===== config.mk =====
export PLATFORM = sky130hd
export DESIGN_NAME = product_accumulator
export DESIGN_NICKNAME = d
export VERILOG_FILES = /design/src/rtl/product_accumulator_pkg.sv /design/src/rtl/product_accumulator_sat.sv /design/src/rtl/product_accumulator.sv
export SDC_FILE = /design/constraint.sdc
export NUM_CORES = 1
export LEC_CHECK = 0
export CAP_MARGIN = 20
export CORE_UTILIZATION = 53
export CTS_BUF_LIST = sky130_fd_sc_hd__clkbuf_16
export DETAILED_ROUTE_END_ITERATION = 10
export HOLD_SLACK_MARGIN = 0.06
export PLACE_DENSITY = 0.79
export SYNTH_ARGS = -nofsm -noshare
export SYNTH_HDL_FRONTEND = slang
export SYNTH_SLANG_ARGS = --single-unit

===== constraint.sdc =====
create_clock -name clk -period 2.65 [get_ports clk]
set_input_delay 0.53 -clock clk [delete_from_list [all_inputs] [get_ports clk]]
set_output_delay 0.53 -clock clk [all_outputs]
set_load 0.01 [all_outputs]

===== src/rtl/product_accumulator_pkg.sv =====
// Shared definitions for the product accumulator: state encoding, the default
// product width (common with pipeline_multiplier) and the saturation ceiling.
package product_accumulator_pkg;

  // Width of the multiplier product Y that feeds this block.
  localparam int DATA_W_DEFAULT = 8;

  // ACCUM collects beats; HOLD presents a finished total until it is taken.
  typedef enum logic {
    ST_ACCUM = 1'b0,
    ST_HOLD  = 1'b1
  } state_t;

  // Largest value representable in an acc_w-bit unsigned accumulator.
  function automatic logic [63:0] MAX_ACC(input int unsigned acc_w);
    return (64'd1 << acc_w) - 64'd1;
  endfunction

endpackage


===== src/rtl/product_accumulator_sat.sv =====
// Saturating adder: a + zero-extended b, clipped to the accumulator maximum.
// The carry out of the (ACC_W+1)-bit sum is exactly the overflow condition.
module sat_adder
  import product_accumulator_pkg::*;
#(
  parameter int DATA_W = DATA_W_DEFAULT,
  parameter int ACC_W  = 12
) (
  input  logic [ACC_W-1:0]  a,
  input  logic [DATA_W-1:0] b,
  output logic [ACC_W-1:0]  sum,
  output logic              ovf
);

  localparam logic [ACC_W-1:0] MAX_VAL = ACC_W'(MAX_ACC(ACC_W));

  logic [ACC_W:0] wide;

  // Widen by one bit so the carry is visible, then clip on overflow.
  always_comb begin
    wide = {1'b0, a} + (ACC_W + 1)'(b);
    ovf  = wide[ACC_W];
    sum  = ovf ? MAX_VAL : wide[ACC_W-1:0];
  end

endmodule


===== src/rtl/product_accumulator.sv =====
// Sums COUNT consecutive products into a saturating total and hands the total
// downstream over a valid/ready port. One result is buffered; while it waits
// the input side is stalled, so the next group starts the cycle after the
// result has been taken.
module product_accumulator
  import product_accumulator_pkg::*;
#(
  parameter int DATA_W = DATA_W_DEFAULT,
  parameter int COUNT  = 16,
  parameter int ACC_W  = 12
) (
  input  logic              clk,
  input  logic              reset,
  input  logic              EN,
  input  logic              clear,
  input  logic [DATA_W-1:0] in_data,
  input  logic              in_valid,
  output logic              in_ready,
  output logic [ACC_W-1:0]  out_sum,
  output logic              out_sat,
  output logic              out_valid,
  input  logic              out_ready
);

  localparam int CNT_W = $clog2(COUNT + 1);
  localparam logic [CNT_W-1:0] LAST_CNT = CNT_W'(COUNT - 1);

  state_t             state_reg, state_next;
  logic [ACC_W-1:0]   acc_reg, acc_next;
  logic [CNT_W-1:0]   cnt_reg, cnt_next;
  logic               sat_sticky_reg, sat_sticky_next;
  logic [ACC_W-1:0]   out_sum_reg, out_sum_next;
  logic               out_sat_reg, out_sat_next;
  logic               out_valid_reg, out_valid_next;

  logic [ACC_W-1:0]   add_sum;
  logic               add_ovf;
  logic               beat;
  logic               xfer;

  sat_adder #(
    .DATA_W (DATA_W),
    .ACC_W  (ACC_W)
  ) u_sat_adder (
    .a   (acc_reg),
    .b   (in_data),
    .sum (add_sum),
    .ovf (add_ovf)
  );

  assign in_ready  = EN && (state_reg == ST_ACCUM);
  assign beat      = in_valid && in_ready;
  assign xfer      = out_valid_reg && out_ready && EN;
  assign out_sum   = out_sum_reg;
  assign out_sat   = out_sat_reg;
  assign out_valid = out_valid_reg;

  // Next-state logic: EN low freezes everything, clear beats any beat or
  // pending result, otherwise accumulate in ACCUM and wait for the take in HOLD.
  always_comb begin
    state_next      = state_reg;
    acc_next        = acc_reg;
    cnt_next        = cnt_reg;
    sat_sticky_next = sat_sticky_reg;
    out_sum_next    = out_sum_reg;
    out_sat_next    = out_sat_reg;
    out_valid_next  = out_valid_reg;
    if (EN) begin
      if (clear) begin
        // out_sum deliberately keeps its last value.
        state_next      = ST_ACCUM;
        acc_next        = '0;
        cnt_next        = '0;
        sat_sticky_next = 1'b0;
        out_sat_next    = 1'b0;
        out_valid_next  = 1'b0;
      end else begin
        case (state_reg)
          ST_ACCUM: begin
            if (beat) begin
              if (cnt_reg == LAST_CNT) begin
                out_sum_next    = add_sum;
                out_sat_next    = sat_sticky_reg | add_ovf;
                out_valid_next  = 1'b1;
                acc_next        = '0;
                cnt_next        = '0;
                sat_sticky_next = 1'b0;
                state_next      = ST_HOLD;
              end else begin
                acc_next        = add_sum;
                cnt_next        = cnt_reg + CNT_W'(1);
                sat_sticky_next = sat_sticky_reg | add_ovf;
              end
            end
          end
          ST_HOLD: begin
            if (xfer) begin
              out_valid_next = 1'b0;
              state_next     = ST_ACCUM;
            end
          end
          default: state_next = ST_ACCUM;
        endcase
      end
    end
  end

  // State and output registers with synchronous active-low reset.
  always_ff @(posedge clk) begin
    if (!reset) begin
      state_reg      <= ST_ACCUM;
      acc_reg        <= '0;
      cnt_reg        <= '0;
      sat_sticky_reg <= 1'b0;
      out_sum_reg    <= '0;
      out_sat_reg    <= 1'b0;
      out_valid_reg  <= 1'b0;
    end else begin
      state_reg      <= state_next;
      acc_reg        <= acc_next;
      cnt_reg        <= cnt_next;
      sat_sticky_reg <= sat_sticky_next;
      out_sum_reg    <= out_sum_next;
      out_sat_reg    <= out_sat_next;
      out_valid_reg  <= out_valid_next;
    end
  end

endmodule


### After elaboration in Yosys (flattened, before gate mapping)

Cells that the tools add are included.

* register bits: 33
* input port bits: 14
* output and inout port bits: 15

* add/sub/neg operators: 2
* equality and inequality tests: 5
* multiplexer cells: 27
* bitwise logic cells: 3
* reductions and logical operators: 10

Operators by type and width (count)
* two-way mux 12 bit: 5
* two-way mux 5 bit: 4
* two-way mux 1 bit: 16
* adder 12 x 8 -> 13 bit: 1
* AND reduction 4 bit: 2
* != test 3 x 2 -> 1 bit (second input constant): 2
* adder 5 x 1 -> 5 bit (second input constant): 1
* == test 5 x 4 -> 1 bit (second input constant): 1
* AND reduction 5 bit: 1
* logical AND 1 bit: 4
* case mux 1 bit (2 select lines): 2
* nonzero test 2 bit: 2
* != test 3 bit (second input constant): 1
* AND reduction 3 bit: 1
* != test 2 bit (second input constant): 1
* NOT 1 bit: 2
* bitwise OR 1 bit: 1

### Longest topological paths before layout

Gate-level depths: netlist of run 1.

* depth in word-level cells: 6
* gate-level depth with buffers: 8
* mapped depth without buffers: 7

### By module

From an unflattened synthesis of run 1, not the netlist that was laid out.

* cell total of the unflattened synthesis: 214
* area, all modules: 1793.0 um2

By module, submodules not included
* product_accumulator: instances 1, cells an instance 143, area an instance 1298.7 um2
* sat_adder: instances 1, cells an instance 71, area an instance 494.2 um2

### Worst setup path before layout of run 1

Ideal clock, no wire load.

* path kind: input port to flip-flop
* start point: in in_data[0]
* end point: reg out_sum_reg[10], in the netlist out_sum[10]
* arrival time: 2.176 ns
* data required time: 2.527 ns
* path slack: 0.351 ns
* stages on the path: 7
* buffers on the path: 0
* path through: ha_1 > fa_1 > a211oi_2 > o211ai_2 > and2_1 > a311oi_1 > nor4_1

* word-level cells in the longest chain between the ends: 2

RTL lines
* start: declaration: RTL line product_accumulator.sv:16 `input logic [DATA_W-1:0] in_data,`
* adder 12 x 8 -> 13 bit: RTL line product_accumulator_sat.sv:21 `wide = {1'b0, a} + (ACC_W + 1)'(b);`
* two-way mux 12 bit: RTL line product_accumulator_sat.sv:23 `sum = ovf ? MAX_VAL : wide[ACC_W-1:0];`
* end signal: assignment: RTL line product_accumulator.sv:123 `out_sum_reg <= out_sum_next;`
* end: declaration: RTL line product_accumulator.sv:32 `logic [ACC_W-1:0] out_sum_reg, out_sum_next;`

No other way between the ends.
A chain may end at the register's enable or synchronous reset.

### Worst setup path in the final report of run 1

Same ends and word-level chain as after synthesis.

==> results of run 1 <==
==> final timing paths <==
check	start	end	depth (start not counted)
worst max-delay path	in_data[0]	out_sum[10]	8
worst min-delay path	acc_reg[0]	acc_reg[0]	2
worst max register to register	acc_reg[0]	out_sum[10]	7
worst min register to register	acc_reg[0]	acc_reg[0]	2
==> through the flow <==
step	area, um2	instances	TNS, ns	total power, uW
after floorplan	1810	215	0	595
after CTS	2290	292	0	1180
after global placement	2150	284	-2.00	642
final	2310	292	0	1180
after global routing	2310	292	-0.00653	1220
after detailed placement	2150	284	-3.39	645
==> power groups by stage <==
stage	combinational, uW	sequential [uW]	clock [uW]
2_1_floorplan	81.2	514	0
6_report	134	505	536
3_5_place_dp	129	515	0
4_1_cts	133	505	546
5_1_grt	147	505	564
3_3_place_gp	127	515	0
==> worst max-delay path, stage by stage <==
cell and delay [ns]:
sky130_fd_sc_hd__clkdlybuf4s50_1 0.41, sky130_fd_sc_hd__ha_1 0.23, sky130_fd_sc_hd__fa_1 0.43, sky130_fd_sc_hd__a211oi_4 0.31, sky130_fd_sc_hd__o211ai_2 0.17, sky130_fd_sc_hd__and2_1 0.25, sky130_fd_sc_hd__a311oi_2 0.29, sky130_fd_sc_hd__nor4_2 0.06
==> timing repair <==
item,4_1_cts,5_1_grt
gates resized for setup,0,4
setup endpoints to repair,0,16
endpoints found under the hold margin,0,0
==> layer usage <==
layer  global-route usage, %  wire, um
met5                       0         0
met4                    8.77        36
met3                    4.90       229
met2                    47.4      2330
met1                    32.5      1910
==> cells by family after synthesis <==
| family | Yosys count | synth area share (%) |
|---|---|---|
| AOI/OAI and AO/OA | 77 | 27.8 |
| xor gates and xnor gates | 5 | 2.42 |
| adders and majority gates | 10 | 7.32 |
| buffers and inverters | 17 | 4.63 |
| DFF | 33 | 36.5 |
| muxes | 1 | 0.553 |
| and+or+nand+nor | 72 | 20.8 |
==> Yosys cell counts (all sizes together) (2+ instances only) <==
library cell  count
dfxtp            33
o21ai            24
nor2             23
a21oi            22
nand2            12
nor3             11
ha                9
buf               8
a31oi             7
nand3             7
a211oi            5
clkbuf            4
inv               4
o2bb2ai           4
xor2              4
and2              3
nand4             3
o211ai            3
a21o              2
a22oi             2
a2bb2oi           2
and4              2
nor4              2
or4               2
==> final cells by class <==
class | instances | share of cell area (%)
clock buffers | 5 | 5.42
clock inverters | 3 | 0.596
inverters | 5 | 0.813
multi-input cells | 165 | 47.1
flip-flops and latches | 33 | 28.6
well taps | 44 | 2.38
repair buffers | 37 | 15.1
==> impl_summary.txt, run 1 <==
----------------------------------------------------
[Synth]
  Top cells by area, synth ... sky130_fd_sc_hd__dfxtp_1, sky130_fd_sc_hd__ha_1, sky130_fd_sc_hd__a21oi_1
  Mapped Nets ... 239
  Cell count after synthesis ... 215
  Register bit total from synthesis ... 33
  Post-synth cell types ... 53
  Mapped cell area ... 1810 um2
  Post-synthesis area per instance ... 8.43 um2
  YS warnings ... 0
  Number of enable-type register cells in the synthesized netlist ... 0
  Register area share after synthesis ... 36.5%
  Area share of the largest cell type after synthesis ... 36.5%
  Ys async rst share ... 0%
  Top FF cell, synth ... sky130_fd_sc_hd__dfxtp_1
  Largest area contributor in the netlist ... sky130_fd_sc_hd__dfxtp_1

[Global routing]
  Wire length of the first global-routing pass ... 7360 um
  Gr ovfl total ... 0
  Vias in the first global route ... 1646
  Maximum number of pins on one net before global-route repair ... 23
  Initial antenna violation count ... 0
  Gr usage total ... 26.7%

[Clock network]
  Cts-stage hold buffer count ... 0
  TritonCTS sink count ... 33
  Number of buffers created by CTS ... 5
  Reg clk slew, reported paths ... 0.05 ns
  TritonCTS clock tree ... done
  Max Root-Sink Buffers ... 2
  Clock insertion delay at the later pin of the skew report ... 0.27 ns
  Clock tree root buffer cell ... sky130_fd_sc_hd__clkbuf_16
  Max H-tree Level ... 2
  Number of setup buffers added after CTS ... 0

[Route]
  Final routed wirelength across all metal layers ... 4500 um
  Detailed-route wire length per cell ... 15.4 um
  Vias per cell ... 5.90
  Drt pass-1 iters ... 4
  Residual antenna-violating net count after detailed routing ... 0
  Remaining design rule violation count ... 0
  Vias ... 1723
  Violation count after the first detailed-route iteration ... 143

[Layout]
  Layout-stage area growth over the synthesis result ... 27.5%
  Area used by multi-input combinational logic ... 1090 um2
  Layout filler cell count ... 256
  Sequential Area ... 661 um2
  Antenna diodes ... 0
  Fraction of final layout cells with drive strength greater than 1 ... 12.5%
  # nets final ... 271
  Most common cell after layout, fill and taps aside ... sky130_fd_sc_hd__dfxtp_1
  Final standard cell utilization of the core ... 73.3%
  Commonest non-fill, non-tap cells in the layout ... sky130_fd_sc_hd__dfxtp_1, sky130_fd_sc_hd__clkdlybuf4s50_1, sky130_fd_sc_hd__nor2_1, sky130_fd_sc_hd__a21oi_1, sky130_fd_sc_hd__o21ai_0

[Pwr]
  Internal ... 903 uW
  Power share of the combinational group ... 11.4%
  Static power due to leakage ... 0.000885 uW
  Switching power as a share of total power ... 23.2%
  Switching power ... 272 uW
  Clock group share of total power ... 45.6%
  Peak supply drop ... 0.000370 V
  Sequential share of power ... 43.0%
  Power Dens Cells ... 509 nW/um2

[Timing]
  Max Transition Viols Final ... 0
  Final Setup Violations ... 0
  Final worst slack ... 0.0988 ns
  Final critical path time including I/O delays and setup ... 2.55 ns
  Final hold viol count ... 0
  Actual slew at the worst max-slew pin ... 0.774 ns
  Final Hold Slack ... 0.464 ns
  RSZ-0062 raised after global routing ... yes
  Worst slew slack as a fraction of its limit ... 48.4%
  Worst setup skew after layout ... 0.00210 ns
  Portion of the clock cycle consumed by the worst path in the final layout ... 96.3%
  Maximum achievable frequency ... 392 MHz

[Worst setup path]
  Reg-to-reg slack, setup ... 0.48 ns
  Kind of end point of the critical path ... register
  Arrival time of data at the critical path endpoint ... 2.69 ns
  WS Path Type ... in -> reg
  Maximum fanout encountered on the critical timing path ... 5
  Kind of start point of the critical path ... input pin
  Required arrival time at the worst endpoint ... 2.79 ns

[Die]
  Horizontal die dimension ... 60.5 um
  Num ports ... 29
  Initial Util ... 57.5%
  Floorplan Core Area ... 3150 um2
  Number of standard-cell rows in the floorplan ... 20
  Total die area ... 3660 um2
  Die Y-Extent ... 60.5 um

[Placement]
  Placer Congestion ... 0.887
  Count of port buffers added during placement ... 28
  Place WS ... -0.197 ns
  Final HPWL DP ... 3050 um

[Worst hold path]
  HP Class ... reg -> reg

[Run]
  MaxCap Viol Count ... 0

[Outcome]
  Outcome ... finished clean

----------------------------------------------------
Note: power is estimated with default switching activity, not from simulation.
==> run 2, diff against run 1 <==
--- a/config.mk
+++ b/config.mk
@@ -9,8 +9,10 @@
 export CORE_UTILIZATION = 53
 export CTS_BUF_LIST = sky130_fd_sc_hd__clkbuf_16
 export DETAILED_ROUTE_END_ITERATION = 10
+export GPL_ROUTABILITY_DRIVEN = 0
 export HOLD_SLACK_MARGIN = 0.06
 export PLACE_DENSITY = 0.79
 export SYNTH_ARGS = -nofsm -noshare
 export SYNTH_HDL_FRONTEND = slang
+export SYNTH_HIERARCHICAL = 1
 export SYNTH_SLANG_ARGS = --single-unit
==> run 2 against run 1 <==
Effect of this change:
- fmax rose by 4.4%
- first-iteration DRC count shrank 25%
- clock power is 2% lower
- worst setup slack better by 0.11 ns
- critical path depth up 1
- die area shrank 0.99%
- non-clock buffer count rose by 8
- clock skew grew 0.0050 ns
- synthesized cell count shrank 0.47%
- wire length decreased by 7.7%
- critical endpoint unchanged
- largest cell class unchanged
==> impl_summary.txt, run 2 <==
----------------------------------------------------
[Outcome]
  Outcome ... finished clean

[Timing]
  Maximum achievable frequency ... 409 MHz (+4.4%)
  Final hold viol count ... 0 (unchanged)
  Final critical path time including I/O delays and setup ... 2.44 ns (-0.107 ns)
  Portion of the clock cycle consumed by the worst path in the final layout ... 92.2% (-4.1 points)
  Final Setup Violations ... 0 (unchanged)
  Worst slew slack as a fraction of its limit ... 64.8% (+16 points)
  Max Transition Viols Final ... 0 (unchanged)
  Final Hold Slack ... 0.455 ns (-0.00873 ns)
  Final worst slack ... 0.206 ns (+0.107 ns)
  Worst setup skew after layout ... 0.00712 ns (+0.00502 ns)
  RSZ-0062 raised after global routing ... no
  Actual slew at the worst max-slew pin ... 0.527 ns (-0.247 ns)

[Synth]
  Area share of the largest cell type after synthesis ... 36.8% (+0.38 points)
  Number of enable-type register cells in the synthesized netlist ... 0 (unchanged)
  Register bit total from synthesis ... 33 (unchanged)
  Mapped cell area ... 1790 um2 (-1.0%)
  YS warnings ... 6 (+6)
  Mapped Nets ... 238 (-0.42%)
  Most used standard cell by instance count after synthesis ... sky130_fd_sc_hd__nand2_1
  Ys async rst share ... 0% (unchanged)
  Largest area contributor in the netlist ... sky130_fd_sc_hd__dfxtp_1
  Register area share after synthesis ... 36.8% (+0.38 points)
  Top FF cell, synth ... sky130_fd_sc_hd__dfxtp_1
  Post-synth cell types ... 43 (-19%)
  Ranking of synthesized cells by instance count ... sky130_fd_sc_hd__nand2_1, sky130_fd_sc_hd__dfxtp_1, sky130_fd_sc_hd__o21ai_0
  Post-synthesis area per instance ... 8.38 um2 (-0.57%)
  Top cells by area, synth ... sky130_fd_sc_hd__dfxtp_1, sky130_fd_sc_hd__nand2_1, sky130_fd_sc_hd__mux2i_1
  Cell count after synthesis ... 214 (-0.47%)

[Route]
  Violation count after the first detailed-route iteration ... 107 (-25%)
  Remaining design rule violation count ... 0 (unchanged)
  Vias ... 1684 (-2.3%)
  Final routed wirelength across all metal layers ... 4160 um (-7.7%)
  Vias per cell ... 5.61 (-4.9%)
  Drt pass-1 iters ... 4 (unchanged)
  Residual antenna-violating net count after detailed routing ... 0 (unchanged)
  Detailed-route wire length per cell ... 13.9 um (-10%)

[Layout]
  Fraction of final layout cells with drive strength greater than 1 ... 12.9% (+0.39 points)
  Final Non-Filler Cells ... 300 (+2.7%)
  Commonest non-fill, non-tap cells in the layout ... sky130_fd_sc_hd__nand2_1, sky130_fd_sc_hd__dfxtp_1, sky130_fd_sc_hd__clkdlybuf4s50_1
  Layout-stage area growth over the synthesis result ... 30.8%
  Antenna diodes ... 0 (unchanged)
  Final design area excluding fillers ... 2340 um2 (+1.5%)
  # nets final ... 281 (+3.7%)
  Most common cell after layout, fill and taps aside ... sky130_fd_sc_hd__nand2_1

[Die]
  Number of standard-cell rows in the floorplan ... 20 (unchanged)
  Num ports ... 29 (unchanged)
  Horizontal die dimension ... 60.2 um (-0.50%)
  Die Y-Extent ... 60.2 um (-0.50%)
  Floorplan Core Area ... 3130 um2 (-0.79%)
  Total die area ... 3620 um2 (-0.99%)
  Initial Util ... 57.3% (-0.14 points)

[Clock network]
  TritonCTS clock tree ... done
  Clock tree root buffer cell ... sky130_fd_sc_hd__clkbuf_16
  TritonCTS sink count ... 33 (unchanged)
  Number of buffers created by CTS ... 5 (unchanged)
  Max Root-Sink Buffers ... 2 (unchanged)
  Max H-tree Level ... 2 (unchanged)
  Reg clk slew, reported paths ... 0.05 ns (about the same)
  Clock insertion delay at the later pin of the skew report ... 0.28 ns (about the same)

[Worst setup path]
  Critical-path cell list ... clkdlybuf4s50_1 > ha_1 > fa_1 > a211oi_2 > o211ai_2 > nand4_1 > mux2_1 > nand2_1 > mux2i_1
  Maximum fanout encountered on the critical timing path ... 5 (unchanged)
  Arrival time of data at the critical path endpoint ... 2.59 ns (-0.10 ns)
  Category of cells accounting for the largest share of critical-path delay ... adder cells
  FF-to-FF Start ... acc_reg[0]
  Largest stage delay on the critical path ... 0.41 ns (-0.02 ns)
  Master of the slowest instance on the critical path ... sky130_fd_sc_hd__clkdlybuf4s50_1
  Kind of end point of the critical path ... register
  Worst setup path startpoint ... in_data[0]
  Required arrival time at the worst endpoint ... 2.80 ns (about the same)
  Kind of start point of the critical path ... input pin
  WS Path Type ... in -> reg
  CP bufs+invs ... 1 (unchanged)

[Placement]
  Final HPWL DP ... 2960 um (-3.1%)
  Place WS ... -0.144 ns (+0.0534 ns)
  Number of cells in the design after placement ... 294 (+3.5%)
  Count of port buffers added during placement ... 28 (unchanged)
  Placed cell area ... 2210 um2 (+2.8%)

[Pwr]
  Static power due to leakage ... 0.000924 uW (+4.4%)
  Power Dens Cells ... 515 nW/um2 (+1.2%)
  Peak supply drop ... 0.000358 V (-3.3%)
  Total power draw ... 1210 uW (+2.8%)

[Worst hold path]
  Worst hold path startpoint ... out_sum[9]
  HP Class ... reg -> reg

[Global routing]
  Gr usage total ... 26.9% (+0.24 points)
  Wire length of the first global-routing pass ... 7070 um (-3.9%)
  Initial antenna violation count ... 0 (unchanged)
  Vias in the first global route ... 1592 (-3.3%)
  Gr ovfl total ... 0 (unchanged)
  Maximum number of pins on one net before global-route repair ... 20 (-13%)

[Run]
  MaxCap Viol Count ... 0 (unchanged)

----------------------------------------------------
run 2: cell count changes in the layout (fill, tap and decap cells not counted), sizes merged, moves of 3 or more:
cell     delta
a31oi       -6
a211oi      -3
nor3        -9
nand2      +23
o2bb2ai     -4
and3        +4
buf         +8
nand3      +12
nor2       -17
mux2i      +12
a21oi       -7
run 2: path summary, 6_finish.rpt:
path | to | slack [ns] | cells after the start
setup / recovery | out_sum[10] | 0.21 | 9
hold / removal | out_sum[9] | 0.46 | 2
hold reg to reg | out_sum[9] | 0.46 | 2
setup reg to reg | out_sum[10] | 0.55 | 8
run 2: timing repair:
item / CTS / global route
setup endpoints to repair: 0 / 2
resized for setup: 0 / 1
hold buffers: 0 / 0
buffers inserted: 0 / 0
run 2: worst min-delay path, delay by kind of cell (launching register included):
family           cells  cell delay (ns)
flip-flops           1             0.30
multiplexers         1             0.05
AND/OR/NAND/NOR      1             0.05
run 2: logic make-up after synthesis:
family / share of synthesized area, %
simple gates: 20.7
compound gates: 20.7
flops: 36.8
buf+inv: 4.05
mux: 7.89
fa+ha+maj: 7.40
xor+xnor: 2.44
run 2: routing by layer:
| layer | GRT usage (%) | part of all wire [%] |
|---|---|---|
| met1 | 34.1 | 47 |
| met2 | 41.8 | 47 |
| met3 | 8.23 | 4.5 |
| met4 | 12.0 | 1.4 |
| met5 | 0 | 0 |
run 2: layout make-up:
type / instances / area (um2)
clock inverters: 1 / 5.00
clock buffers: 5 / 125
well taps: 44 / 55.1
multi-input cells: 165 / 1060
inverters: 7 / 26.3
repair buffers: 45 / 408
flip-flops and latches: 33 / 661
fillers: 249 / 783
run 2: report_power, final:
part | switching [uW] | internal [uW]
sequential | 5.46 | 505
clock | 193 | 334
combinational | 91.4 | 79.0
run 2: stage by stage:
step	TNS [ns]	util, %
2_1_floorplan	0	-
3_3_place_gp	-0.634	70.6
3_5_place_dp	-0.769	70.6
4_1_cts	0	74.8
5_1_grt	0	75.0
6_report	0	75.0
